## src/rtl/sram_req_arbiter_if.sv

```systemverilog
// ---------------------------------------------------------------------------
// sram_req_arbiter_if
//   Bundle of one sram-like request port: request fields travel from the
//   requesting side to the responding side; addr_ok/data_ok/rdata travel back.
//
//   Signals
//     req      request valid (held with its fields until addr_ok)
//     wr       1 = store, 0 = load
//     size     0 = byte, 1 = half, 2 = word
//     addr     ADDR_W-bit address
//     wdata    DATA_W-bit store data, lanes already aligned
//     addr_ok  address phase accepted
//     data_ok  load data valid / store complete
//     rdata    DATA_W-bit raw read word
//
//   Modports
//     master   the side that issues requests
//     slave    the side that answers them
// ---------------------------------------------------------------------------
interface sram_req_arbiter_if #(
  parameter int ADDR_W = 32,
  parameter int DATA_W = 32
);
  logic              req;
  logic              wr;
  logic [1:0]        size;
  logic [ADDR_W-1:0] addr;
  logic [DATA_W-1:0] wdata;
  logic              addr_ok;
  logic              data_ok;
  logic [DATA_W-1:0] rdata;

  modport master (
    output req, wr, size, addr, wdata,
    input  addr_ok, data_ok, rdata
  );

  modport slave (
    input  req, wr, size, addr, wdata,
    output addr_ok, data_ok, rdata
  );
endinterface

```

## src/rtl/sram_req_arbiter.sv

```systemverilog
// ---------------------------------------------------------------------------
// sram_req_arbiter
//   Shares one sram-like memory port between the fetch stage (inst) and the
//   mem stage (data). One transaction is in flight at a time: IDLE picks an
//   owner, ADDR forwards the owner's live request until addr_ok, DATA waits
//   for data_ok and routes it back. Ties alternate so neither side starves.
//
//   Ports
//     clk    clock
//     reset  synchronous reset, active-high
//     inst   slave  fetch requester (read-only; wr/size/wdata are ignored,
//                   the memory always sees a word load)
//     data   slave  mem-stage requester (loads and stores)
//     mem    master shared memory port
//
//   Both rdata outputs are a straight copy of mem.rdata; only data_ok makes
//   them meaningful.
// ---------------------------------------------------------------------------
module sram_req_arbiter #(
  parameter int ADDR_W = 32,
  parameter int DATA_W = 32
) (
  input  logic                clk,
  input  logic                reset,
  sram_req_arbiter_if.slave   inst,
  sram_req_arbiter_if.slave   data,
  sram_req_arbiter_if.master  mem
);

  typedef enum logic [1:0] {
    ST_IDLE = 2'd0,
    ST_ADDR = 2'd1,
    ST_DATA = 2'd2
  } state_t;

  state_t state;
  logic   owner;       // 0 = inst, 1 = data
  logic   last_owner;  // owner of the most recently issued transaction
  logic   owner_req;

  // The fetch side is read-only; its write fields are deliberately unused.
  logic   unused_inst_fields;
  assign unused_inst_fields = ^{inst.wr, inst.size, inst.wdata};

  assign owner_req = owner ? data.req : inst.req;

  // Read data goes to both requesters unconditionally.
  assign inst.rdata = mem.rdata;
  assign data.rdata = mem.rdata;

  // Arbitration FSM: owner selection, address handshake, data handshake.
  always_ff @(posedge clk) begin
    if (reset) begin
      state      <= ST_IDLE;
      owner      <= 1'b0;
      last_owner <= 1'b0;  // so the first tie goes to data
    end else begin
      case (state)
        ST_IDLE: begin
          if (inst.req && data.req) begin
            owner <= ~last_owner;
            state <= ST_ADDR;
          end else if (data.req) begin
            owner <= 1'b1;
            state <= ST_ADDR;
          end else if (inst.req) begin
            owner <= 1'b0;
            state <= ST_ADDR;
          end else begin
            state <= ST_IDLE;
          end
        end
        ST_ADDR: begin
          if (!owner_req) begin
            // Owner withdrew before acceptance: nothing was issued.
            state <= ST_IDLE;
          end else if (mem.addr_ok) begin
            last_owner <= owner;
            state      <= ST_DATA;
          end else begin
            state <= ST_ADDR;
          end
        end
        ST_DATA: begin
          if (mem.data_ok) begin
            state <= ST_IDLE;
          end else begin
            state <= ST_DATA;
          end
        end
        default: begin
          state <= ST_IDLE;
        end
      endcase
    end
  end

  // Handshake routing and request mux; data_ok outside DATA is a protocol
  // error and never reaches a requester.
  always_comb begin
    mem.req       = 1'b0;
    mem.wr        = 1'b0;
    mem.size      = 2'b00;
    mem.addr      = {ADDR_W{1'b0}};
    mem.wdata     = {DATA_W{1'b0}};
    inst.addr_ok  = 1'b0;
    inst.data_ok  = 1'b0;
    data.addr_ok  = 1'b0;
    data.data_ok  = 1'b0;
    case (state)
      ST_ADDR: begin
        mem.req = owner_req;
        if (owner) begin
          mem.wr       = data.wr;
          mem.size     = data.size;
          mem.addr     = data.addr;
          mem.wdata    = data.wdata;
          data.addr_ok = owner_req & mem.addr_ok;
        end else begin
          mem.wr       = 1'b0;
          mem.size     = 2'b10;
          mem.addr     = inst.addr;
          mem.wdata    = {DATA_W{1'b0}};
          inst.addr_ok = owner_req & mem.addr_ok;
        end
      end
      ST_DATA: begin
        if (owner) begin
          data.data_ok = mem.data_ok;
        end else begin
          inst.data_ok = mem.data_ok;
        end
      end
      default: begin
        mem.req = 1'b0;
      end
    endcase
  end

endmodule

```

## src/flat_wrapper.sv

```systemverilog
// flat-port wrapper written by rule: the top's interface ports become plain ports
module sram_req_arbiter_flat 
#(
  parameter int ADDR_W = 32,
  parameter int DATA_W = 32
)
  (clk, reset, inst_req, inst_wr, inst_size, inst_addr, inst_wdata, inst_addr_ok, inst_data_ok, inst_rdata, data_req, data_wr, data_size, data_addr, data_wdata, data_addr_ok, data_data_ok, data_rdata, mem_req, mem_wr, mem_size, mem_addr, mem_wdata, mem_addr_ok, mem_data_ok, mem_rdata);
  sram_req_arbiter_if #(.ADDR_W(ADDR_W), .DATA_W(DATA_W)) inst_i ();
  sram_req_arbiter_if #(.ADDR_W(ADDR_W), .DATA_W(DATA_W)) data_i ();
  sram_req_arbiter_if #(.ADDR_W(ADDR_W), .DATA_W(DATA_W)) mem_i ();
  input  logic clk;
  input  logic reset;
  input wire logic [$bits(inst_i.req)-1:0] inst_req;
  input wire logic [$bits(inst_i.wr)-1:0] inst_wr;
  input wire logic [$bits(inst_i.size)-1:0] inst_size;
  input wire logic [$bits(inst_i.addr)-1:0] inst_addr;
  input wire logic [$bits(inst_i.wdata)-1:0] inst_wdata;
  output wire logic [$bits(inst_i.addr_ok)-1:0] inst_addr_ok;
  output wire logic [$bits(inst_i.data_ok)-1:0] inst_data_ok;
  output wire logic [$bits(inst_i.rdata)-1:0] inst_rdata;
  input wire logic [$bits(data_i.req)-1:0] data_req;
  input wire logic [$bits(data_i.wr)-1:0] data_wr;
  input wire logic [$bits(data_i.size)-1:0] data_size;
  input wire logic [$bits(data_i.addr)-1:0] data_addr;
  input wire logic [$bits(data_i.wdata)-1:0] data_wdata;
  output wire logic [$bits(data_i.addr_ok)-1:0] data_addr_ok;
  output wire logic [$bits(data_i.data_ok)-1:0] data_data_ok;
  output wire logic [$bits(data_i.rdata)-1:0] data_rdata;
  output wire logic [$bits(mem_i.req)-1:0] mem_req;
  output wire logic [$bits(mem_i.wr)-1:0] mem_wr;
  output wire logic [$bits(mem_i.size)-1:0] mem_size;
  output wire logic [$bits(mem_i.addr)-1:0] mem_addr;
  output wire logic [$bits(mem_i.wdata)-1:0] mem_wdata;
  input wire logic [$bits(mem_i.addr_ok)-1:0] mem_addr_ok;
  input wire logic [$bits(mem_i.data_ok)-1:0] mem_data_ok;
  input wire logic [$bits(mem_i.rdata)-1:0] mem_rdata;
  assign inst_i.req = inst_req;
  assign inst_i.wr = inst_wr;
  assign inst_i.size = inst_size;
  assign inst_i.addr = inst_addr;
  assign inst_i.wdata = inst_wdata;
  assign inst_addr_ok = inst_i.addr_ok;
  assign inst_data_ok = inst_i.data_ok;
  assign inst_rdata = inst_i.rdata;
  assign data_i.req = data_req;
  assign data_i.wr = data_wr;
  assign data_i.size = data_size;
  assign data_i.addr = data_addr;
  assign data_i.wdata = data_wdata;
  assign data_addr_ok = data_i.addr_ok;
  assign data_data_ok = data_i.data_ok;
  assign data_rdata = data_i.rdata;
  assign mem_req = mem_i.req;
  assign mem_wr = mem_i.wr;
  assign mem_size = mem_i.size;
  assign mem_addr = mem_i.addr;
  assign mem_wdata = mem_i.wdata;
  assign mem_i.addr_ok = mem_addr_ok;
  assign mem_i.data_ok = mem_data_ok;
  assign mem_i.rdata = mem_rdata;
  sram_req_arbiter #(.ADDR_W(ADDR_W), .DATA_W(DATA_W)) u_core (.clk(clk), .reset(reset), .inst(inst_i), .data(data_i), .mem(mem_i));
endmodule
```

## config.mk

```make
export PLATFORM = sky130hd
export DESIGN_NAME = sram_req_arbiter_flat
export DESIGN_NICKNAME = d
export VERILOG_FILES = /design/src/rtl/sram_req_arbiter_if.sv /design/src/rtl/sram_req_arbiter.sv /design/src/flat_wrapper.sv
export SDC_FILE = /design/constraint.sdc
export NUM_CORES = 1
export LEC_CHECK = 0
export ABC_CLOCK_PERIOD_IN_PS = 1490
export BUFFER_PORTS_ARGS = -buffer_cell sky130_fd_sc_hd__buf_2
export CORE_AREA = 2 2 121 123
export DETAILED_ROUTE_END_ITERATION = 7
export DIE_AREA = 0 0 123 125
export SETUP_SLACK_MARGIN = 0.4
export SLEW_MARGIN = 20
export SYNTH_ARGS = -nofsm -noshare
export SYNTH_HDL_FRONTEND = slang
export SYNTH_SLANG_ARGS = --single-unit
```

## constraint.sdc

```tcl
create_clock -name clk -period 1.49 [get_ports clk]
set_input_delay 0.0745 -clock clk [delete_from_list [all_inputs] [get_ports clk]]
set_output_delay 0.0745 -clock clk [all_outputs]
set_load 0.05 [all_outputs]
```

Yosys cells after proc, flatten, opt, wreduce, memory -nomap -nowiden
Cells that the tools add are included.

Bits of input ports: 172. Output and inout bits: 136. Word-level logic and storage cells: 40. Register bits: 4.

Eq/ne operators: 2. Reduce and logical (&&, ||, !) cells: 5. Bitwise logic cells: 2. Mux-type cells: 28.

Operators with widths (number): two-way mux 32 bit (4); two-way mux 1 bit (16); two-way mux 2 bit (7); one-hot mux 2 bit (3 select lines) (1); AND reduction 3 bit (1); nonzero test 3 bit (1); == test 2 x 1 -> 1 bit, second input constant (1); == test 2 bit, second input constant (1); zero test 2 bit (1); AND reduction 2 bit (1); bitwise AND 1 bit (1); logical AND 1 bit (1); NOT 1 bit (1).

Depth between registers and ports, before layout
Gate-level depths: netlist (run 1).

Depth in word-level cells: 4. Mapped depth: 4. Mapped depth without buffers: 3.

Least setup slack after synthesis (run 1)
Ideal clock, no wire load.

Path type: register to output. Start point: register u_core.owner. End point: output inst_addr_ok. Slack: -755 ps. Stages on the path, launching flop included: 4. Arrival: 2171 ps. Path through: dfxtp_1 buf_2 clkbuf_1 nor4_1.

Longest elaborated chain between the ends: 4.

Ends and longest elaborated chain: start: declaration (RTL line sram_req_arbiter.sv:37) `logic owner;`; start signal: assignment (RTL line sram_req_arbiter.sv:61) `owner <= ~last_owner;`; two-way mux 1 bit (RTL line sram_req_arbiter.sv:45) `assign owner_req = owner ? data.req : inst.req;`; bitwise AND 1 bit (RTL line sram_req_arbiter.sv:124) `inst.addr_ok = owner_req & mem.addr_ok;`; two-way mux 1 bit * (RTL line sram_req_arbiter.sv:113) `if (owner) begin`; two-way mux 1 bit * (RTL line sram_req_arbiter.sv:110) `case (state)`; end: declaration (RTL line flat_wrapper.sv:18) `output wire logic [$bits(inst_i.addr_ok)-1:0] inst_addr_ok;`.

Every way passes the cells marked *; elsewhere a longest branch is shown, timed or not.

Worst setup path in the final report (run 1)
Start point: register u_core.owner. End point: output mem_req.

Longest elaborated chain between the ends: 2.

Ends and longest elaborated chain: two-way mux 1 bit (RTL line sram_req_arbiter.sv:45); two-way mux 1 bit (RTL line sram_req_arbiter.sv:110); end: declaration (RTL line flat_wrapper.sv:29) `output wire logic [$bits(mem_i.req)-1:0] mem_req;`.

Every way passes these cells.

==> results of run 1 <==
[metrics by stage]
stage	std cells	setup WS, ns	hold WS, ns
2_1_floorplan	207	0.1462	0.1362
3_3_place_gp	495	0.1059	0.1495
3_5_place_dp	495	0.1168	0.1495
4_1_cts	523	0.01674	0.06435
5_1_grt	526	-0.02318	0.08750
6_report	526	0.01666	0.07095
[cell type report]
cell class	count	area, um2	share of cell area [%]
Sequential cell	4	91.34	2.125
Multi-Input combinational cell	120	1704	39.65
Tap cell	184	230.2	5.357
Inverter	4	15.01	0.3493
Clock buffer	3	75.07	1.747
Timing Repair Buffer	211	2182	50.77
[logic make-up (layout without fill, tap and decap cells)]
group | Yosys count | in the layout | share of synthesized area [%]
buf+inv | 83 | 218 | 39.25
simple gates | 80 | 80 | 28.63
mux | 33 | 33 | 22.98
compound gates | 7 | 7 | 3.569
flops | 4 | 4 | 5.570
[registers in the layout, summed over array words and instances (netlist names)]
signal             cells
u_core.state           2
u_core.owner           1
u_core.last_owner      1
[what timing repair did]
action / 4_1_cts / 5_1_grt
pin swaps: 30 / 27
setup buffers: 16 / 0
setup endpoints to repair: 74 / 76
cloned: 9 / 3
resized for setup: 265 / 33
[worst reg2reg max path, cell delays in order (launching register included)]
cell and delay, ns:
dfxtp_4 0.35, buf_12 0.15, buf_6 0.12, mux2i_4 0.18, or3_4 0.34, a221oi_2 0.22
[path summary, 6_finish.rpt]
path                                     end  depth (start not counted)
hold / removal    u_core.state[1]$_SDFF_PP0_                          2
hold reg to reg    u_core.owner$_SDFFE_PP0P_                          3
setup / recovery                     mem_req                          6
setup reg to reg  u_core.state[1]$_SDFF_PP0_                          5
[layout by cell type, fill, tap and decap left out, types with 3 or more instances in the layout]
| master | Yosys | layout |
|---|---|---|
| buf_6 | 1 | 20 |
| buf_8 | 0 | 58 |
| clkbuf_16 | 0 | 6 |
| mux2i_4 | 0 | 33 |
| buf_2 | 4 | 104 |
| inv_1 | 4 | 4 |
| dfxtp_4 | 0 | 3 |
| buf_4 | 64 | 9 |
| buf_12 | 0 | 6 |
| buf_16 | 0 | 11 |
| and3_4 | 0 | 34 |
| nor2_4 | 0 | 32 |
[power breakdown]
| part | internal [uW] | total [uW] | switching (uW) |
|---|---|---|---|
| Clock | 343 | 417 | 73.9 |
| Sequential | 114 | 125 | 10.7 |
| Combinational | 960 | 1940 | 984 |
| Total | 1420 | 2490 | 1070 |
[layer usage]
layer  up-vias  global-route usage, %
met4         0                  3.275
met3        23                  1.095
li1        910                      -
met2       124                  18.88
met5         -                      0
met1       872                  7.426
==> flow_metrics.env, run 1 <==
export IMPL_fill_cells=1435
export IMPL_fin_tns_setup_ns=0
export IMPL_dieHeight_um=125
export IMPL_synthCells=207
export IMPL_netlist_area_um2=1438
export IMPL_drv_cap=0
export IMPL_p_leak_uw=0.001734
export IMPL_hp_class="in2reg"
export IMPL_worst_setup_path_end_kind="output pin"
export IMPL_area_delta_synth_final_pct=199.0
export IMPL_design_area_um2=4298
export IMPL_startpoint="u_core.owner$_SDFFE_PP0P_"
export IMPL_avgRoutedWirePerCell_um=14.71
export IMPL_hp_start="reset"
export IMPL_cp_common_cell="buf_6"
export IMPL_top_layer="met4"
export IMPL_cp_data_required_time_ns=1.42
export IMPL_hold_buffers=0
export IMPL_rsz0062_at_grt="true"
export IMPL_r2r_setup_slack_ns=0.03
export IMPL_worst_slew_pin_slew_ns=0.2164
export IMPL_min_period_ns=1.473
export IMPL_drtPass1Iterations=4
export IMPL_start_kind="register"
export IMPL_status="complete, no violations"
export IMPL_row_count=44
export IMPL_crit_fanout=4
export IMPL_synth_nets=379
export IMPL_clk_latency_ns=0.22
export IMPL_synthFlopType="dfxtp_1"
export IMPL_ys_seq_elements=4
export IMPL_grt_pass1_vias=2059
export IMPL_routed_via_density=3.667
export IMPL_setup_violations=0
export IMPL_critPathKind="reg2out"
export IMPL_portBuffers=176
export IMPL_netlist_top_cell_by_area="buf_4"
export IMPL_clkSinkCount=4
export IMPL_synth_top_area_share_pct=33.42
export IMPL_grt_overflow=0
export IMPL_yosysWarnings=0
export IMPL_synth_common_cells="buf_4, and3_1, nor2_1, mux2i_1, clkbuf_1"
export IMPL_ys_types=23
export IMPL_antennaDiodeCount=0
export IMPL_cp_num_buf_inv=4
export IMPL_drc_errors=0
export IMPL_crit_family="buffers and inverters"
export IMPL_dp_hpwl_mm=4.280
export IMPL_final_layout_size_suffix_gt1_share_pct=95.91
export IMPL_relSlewSlack_pct=85.47
export IMPL_die_area_um2=15380
export IMPL_slew_violations=0
export IMPL_avgSynthCellArea_um2=6.945
export IMPL_path_cells="buf_12 > buf_6 > mux2i_4 > buf_4 > nor2_4 > buf_6"
export IMPL_cp_slowest_cell="dfxtp_4"
export IMPL_fmax_mhz=678.7
export IMPL_wl_met2_mm=4.585
export IMPL_power_total_uw=2486
export IMPL_arrival_ns=1.40
export IMPL_drt_iter0_markers=22
export IMPL_fin_crit_sh_pct=98.88
export IMPL_gp_congestion=0.7017
export IMPL_finalNetCount=516
export IMPL_antenna_found_initial=0
export IMPL_vias=1929
export IMPL_grt_first_pass_wirelength_mm=10.32
export IMPL_cts_root_buf="clkbuf_16"
export IMPL_wl_met3_um=680
export IMPL_hold_viol=0
export IMPL_synth_most_common_cell="buf_4"
export IMPL_skew_ns=0.001242
export IMPL_ys_top_cells_by_area="buf_4, mux2i_1, and3_1"
export IMPL_post_route_util_pct=30.26
export IMPL_io_pin_count=308
export IMPL_synth_async_reset_ratio_pct=0
export IMPL_grt_usage_pct=8.635
export IMPL_core_um2=14200
export IMPL_r2r_start="u_core.owner$_SDFFE_PP0P_"
export IMPL_seq_area_frac_synth_pct=5.570
export IMPL_numCtsBuffers=3
export IMPL_p_per_area_nw_per_um2=578.4
export IMPL_placed_area_um2=2557
export IMPL_wl_met1_mm=2.299
export IMPL_floorplan_initialDensity_pct=10.12
export IMPL_clk_pin_slew_ns=0.03
export IMPL_ir_drop_mv=0.2367
export IMPL_synth_edf_count=0
export IMPL_die_width_um=123
export IMPL_finalWirelength_mm=7.738
export IMPL_ant_nets=0
export IMPL_cts_htree_levels=1
export IMPL_cts_tree="yes"
export IMPL_slowest_delay_ns=0.35
export IMPL_clock_path_buffers=2
export IMPL_grt_max_degree=18
(Power assumes the default switching activity.)
==> inputs of run 2 (changes only) <==
BUFFER_PORTS_ARGS = unset   (was -buffer_cell sky130_fd_sc_hd__buf_2)
CORE_AREA = 2 2 118 120   (was 2 2 121 123)
DIE_AREA = 0 0 120 122   (was 0 0 123 125)
DONT_BUFFER_PORTS = 1   (was unset)
==> flow_metrics.env, run 2 (same netlist as run 1, synthesis figures left out) <==
export IMPL_worst_slew_pin_slew_ns=0.2494
export IMPL_p_leak_uw=0.001168
export IMPL_cts_root_buf="clkbuf_16"
export IMPL_r2r_setup_slack_ns=0.13
export IMPL_grt_usage_pct=8.764
export IMPL_p_per_area_nw_per_um2=672.0
export IMPL_vias=1446
export IMPL_antennaDiodeCount=0
export IMPL_r2r_start="u_core.owner$_SDFFE_PP0P_"
export IMPL_worst_hold_path_endpoint="u_core.owner$_SDFFE_PP0P_"
export IMPL_gp_congestion=0.6775
export IMPL_finalWirelength_mm=7.523
export IMPL_fin_crit_sh_pct=99.49
export IMPL_drv_cap=0
export IMPL_clk_pin_slew_ns=0.03
export IMPL_fmax_mhz=674.6
export IMPL_die_width_um=120
export IMPL_relSlewSlack_pct=82.90
export IMPL_dp_hpwl_mm=5.231
export IMPL_worst_setup_path_end_kind="output pin"
export IMPL_hp_start="inst_req"
export IMPL_die_area_um2=14640
export IMPL_grt_pass1_vias=1565
export IMPL_io_pin_count=308
export IMPL_skew_ns=0.002130
export IMPL_post_route_util_pct=25.84
export IMPL_cts_tree="yes"
export IMPL_setup_slack_ns=0.007610
export IMPL_avgRoutedWirePerCell_um=19.24
export IMPL_grt_max_degree=25
export IMPL_rsz0062_at_grt="true"
export IMPL_clk_latency_ns=0.23
export IMPL_mostFrequentLayoutCell="buf_12"
export IMPL_hp_class="in2reg"
export IMPL_setup_violations=0
export IMPL_cts_htree_levels=1
export IMPL_ant_nets=0
export IMPL_start_kind="register"
export IMPL_slew_violations=0
export IMPL_largest_registers="u_core.state x2, u_core.last_owner x1, u_core.owner x1"
export IMPL_rr_worst_depth=4
export IMPL_drt_iter0_markers=22
export IMPL_antenna_found_initial=0
export IMPL_grt_first_pass_wirelength_mm=9.604
export IMPL_critPathKind="reg2out"
export IMPL_routed_via_density=3.698
export IMPL_drc_errors=0
export IMPL_finalNetCount=384
export IMPL_core_um2=13500
export IMPL_hold_viol=0
export IMPL_min_period_ns=1.482
export IMPL_arrival_ns=1.41
export IMPL_drtPass1Iterations=4
export IMPL_portBuffers=0
export IMPL_layout_common_cells="buf_12, and3_4, nor2_4"
export IMPL_ir_drop_mv=0.2624
export IMPL_holdPathStages=3
export IMPL_place_ws_ns=0.2151
export IMPL_grt_overflow=0
export IMPL_final_layout_size_suffix_gt1_share_pct=91.94
export IMPL_cp_data_required_time_ns=1.42
export IMPL_dieHeight_um=122
export IMPL_row_count=43
export IMPL_r2r_end="u_core.last_owner$_SDFFE_PP0P_"
export IMPL_area_delta_synth_final_pct=142.7
export IMPL_status="complete, no violations"
export IMPL_max_flop_register="u_core.state"
export IMPL_clkSinkCount=4
export IMPL_crit_fanout=12
export IMPL_floorplan_initialDensity_pct=10.65
export IMPL_numCtsBuffers=3
export IMPL_largest_reg_flops=2
export IMPL_clock_path_buffers=2
==> run 2: worst max-delay path by stage <==
stage,from,to,depth (start not counted)
after global placement,u_core.state[1]$_SDFF_PP0_,inst_addr_ok,4
after floorplan,u_core.state[1]$_SDFF_PP0_,inst_addr_ok,3
after detailed placement,u_core.state[1]$_SDFF_PP0_,mem_addr[25],5
after CTS,u_core.owner$_SDFFE_PP0P_,mem_addr[22],4
after global routing,u_core.owner$_SDFFE_PP0P_,mem_addr[9],4
final,u_core.owner$_SDFFE_PP0P_,mem_addr[12],4
==> run 2: final cells by class <==
cell class,count,area [um2]
timing repair buffer,79,1453
tap,180,225.2
multi-input combinational,120,1629
fill,1390,10010
clock buffer,4,78.83
sequential,4,88.84
inverter,4,15.01
==> run 2: power breakdown <==
| part | internal, uW | total (uW) | switching, uW |
|---|---|---|---|
| Combinational | 884 | 1770 | 886 |
| Clock | 355 | 446 | 90.9 |
| Sequential | 116 | 130 | 14.2 |
==> run 2: per-stage QoR <==
stage | power [uW] | setup TNS [ns] | cells | instance area [um2] | hold slack, ns
detailed placement | 1441 | 0 | 362 | 2537 | 0.1399
global placement | 1422 | 0 | 362 | 2537 | 0.1415
global route | 2428 | -0.4050 | 391 | 3490 | 0.06605
CTS | 2180 | 0 | 387 | 3090 | 0.03161
finish | 2345 | 0 | 391 | 3490 | 0.05364
floorplan | 1427 | 0 | 207 | 1938 | 0.1362
==> run 2: critical path, cell delays in order (launching register included) <==
cell	delay [ns]
dfxtp_4	0.42
buf_16	0.21
mux2i_1	0.30
nor2_4	0.07
buf_12	0.15
==> run 2: metal layers <==
layer  up-vias  track usage (%)  share of wire (%)
met5         -                0                  0
met4         0            3.235                2.2
met3        18            2.294                9.5
met2       127            17.08                 57
met1       661            8.889                 32
li1        640                -                  -
==> run 2: what timing repair did <==
action	in CTS	in global routing
resized for setup	37	51
pin swaps	30	18
hold buffers	2	0
buffers inserted	14	1
gates cloned	5	3
setup endpoints to repair	74	76
hold endpoints to repair	3	0
==> inputs of run 3 (changes only) <==
MAX_ROUTING_LAYER = met4   (was unset)
==> flow_metrics.env, run 3 (same netlist as run 1, synthesis figures left out) <==
export IMPL_die_area_um2=14640
export IMPL_antenna_found_initial=0
export IMPL_crit_fanout=12
export IMPL_min_period_ns=1.483
export IMPL_gp_congestion=0.6844
export IMPL_final_layout_size_suffix_gt1_share_pct=91.94
export IMPL_stdcell_count=391
export IMPL_fin_crit_sh_pct=99.54
export IMPL_start_kind="register"
export IMPL_clk_pin_slew_ns=0.03
export IMPL_grt_pass1_vias=1561
export IMPL_finalWirelength_mm=7.522
export IMPL_core_um2=13500
export IMPL_grt_max_degree=25
export IMPL_clk_latency_ns=0.23
export IMPL_die_width_um=120
export IMPL_r2r_end="u_core.last_owner$_SDFFE_PP0P_"
export IMPL_largest_registers="u_core.state x2, u_core.last_owner x1, u_core.owner x1"
export IMPL_area_delta_synth_final_pct=143.0
export IMPL_max_flop_register="u_core.state"
export IMPL_r2r_setup_slack_ns=0.13
export IMPL_drc_errors=0
export IMPL_multiInputGateArea_um2=1629
export IMPL_row_count=43
export IMPL_cp_slowest_cell="dfxtp_4"
export IMPL_p_per_area_nw_per_um2=672.0
export IMPL_grt_overflow=0
export IMPL_crit_family="flip-flops"
export IMPL_startpoint="u_core.owner$_SDFFE_PP0P_"
export IMPL_dpl_cell_count=362
export IMPL_hold_viol=0
export IMPL_slowest_delay_ns=0.42
export IMPL_clock_path_buffers=2
export IMPL_path_cells="buf_16 > mux2i_1 > nor2_4 > buf_12"
export IMPL_drv_cap=0
export IMPL_ir_drop_mv=0.2643
export IMPL_grt_first_pass_wirelength_mm=9.625
export IMPL_regArea_um2=88.84
export IMPL_layout_common_cells="buf_12, and3_4, nor2_4"
export IMPL_rr_worst_depth=4
export IMPL_io_pin_count=308
export IMPL_hp_start="reset"
export IMPL_drt_iter0_markers=24
export IMPL_cts_htree_levels=1
export IMPL_antennaDiodeCount=0
export IMPL_cp_num_buf_inv=2
export IMPL_holdPathStages=2
export IMPL_finalNetCount=384
export IMPL_ant_nets=0
export IMPL_relSlewSlack_pct=82.90
export IMPL_hold_slack_ns=0.05094
export IMPL_portBuffers=0
export IMPL_arrival_ns=1.41
export IMPL_clkSinkCount=4
export IMPL_slew_violations=0
export IMPL_worst_hold_path_endpoint="u_core.last_owner$_SDFFE_PP0P_"
export IMPL_critPathKind="reg2out"
export IMPL_drtPass1Iterations=4
export IMPL_routed_via_density=3.691
export IMPL_grt_usage_pct=9.050
export IMPL_r2r_start="u_core.owner$_SDFFE_PP0P_"
export IMPL_dp_hpwl_mm=5.231
export IMPL_dieHeight_um=122
export IMPL_floorplan_initialDensity_pct=10.65
export IMPL_setup_violations=0
export IMPL_cp_data_required_time_ns=1.42
export IMPL_vias=1443
export IMPL_mostFrequentLayoutCell="buf_12"
export IMPL_status="complete, no violations"
export IMPL_cts_tree="yes"
export IMPL_hp_class="in2reg"
export IMPL_p_leak_uw=0.001169
export IMPL_worst_slew_pin_slew_ns=0.2494
export IMPL_numCtsBuffers=3
export IMPL_skew_ns=0.002967
export IMPL_largest_reg_flops=2
export IMPL_power_total_uw=2348
export IMPL_fill_cells=1390
export IMPL_cts_root_buf="clkbuf_16"
export IMPL_worst_setup_path_end_kind="output pin"
export IMPL_rsz0062_at_grt="true"
export IMPL_fmax_mhz=674.3
export IMPL_avgRoutedWirePerCell_um=19.24
-- run 3: cell type report --
class | count | share of cell area, %
Timing Repair Buffer | 79 | 41.69
Inverter | 4 | 0.4298
Clock buffer | 4 | 2.256
Multi-Input combinational cell | 120 | 46.63
Sequential cell | 4 | 2.543
Tap cell | 180 | 6.447
-- run 3: per-layer routing --
layer | GRT usage (%) | vias to the layer above | share of wire (%)
li1 | - | 641 | -
met1 | 9.030 | 659 | 31
met2 | 17.05 | 125 | 57
met3 | 2.247 | 18 | 9.8
met4 | 3.235 | 0 | 2.2
met5 | - | - | 0
-- run 3: how the worst max path moves through the flow --
stage | end | slack (ns) | depth (start not counted)
floorplan | inst_addr_ok | 0.15 | 3
global placement | inst_addr_ok | 0.22 | 4
detailed placement | mem_addr[25] | 0.22 | 5
CTS | mem_addr[22] | 0.007 | 4
global route | mem_addr[9] | -0.03 | 4
finish | mem_addr[12] | 0.007 | 4
-- run 3: timing repair --
action | CTS | global route
cloned | 5 | 3
gates resized for setup | 37 | 52
endpoints found under the setup margin | 74 | 76
pin swaps | 30 | 18
hold buffers | 2 | 0
setup buffers | 14 | 1
hold endpoints to repair | 3 | 0
-- run 3: where the power goes --
part           internal [uW]  total, uW  switching, uW
Sequential               116        130           14.3
Clock                    355        447           92.2
Combinational            886       1770            885
Total                   1360       2350            991
-- run 3: stage by stage --
step           util, %  cell area (um2)  setup TNS, ns  setup WS (ns)
5_1_grt          25.87             3493        -0.4049       -0.03143
4_1_cts          22.89             3090              0       0.006644
2_1_floorplan        -             1938              0         0.1462
3_3_place_gp     18.79             2537              0         0.2236
6_report         25.87             3493              0       0.006904
3_5_place_dp     18.79             2537              0         0.2151
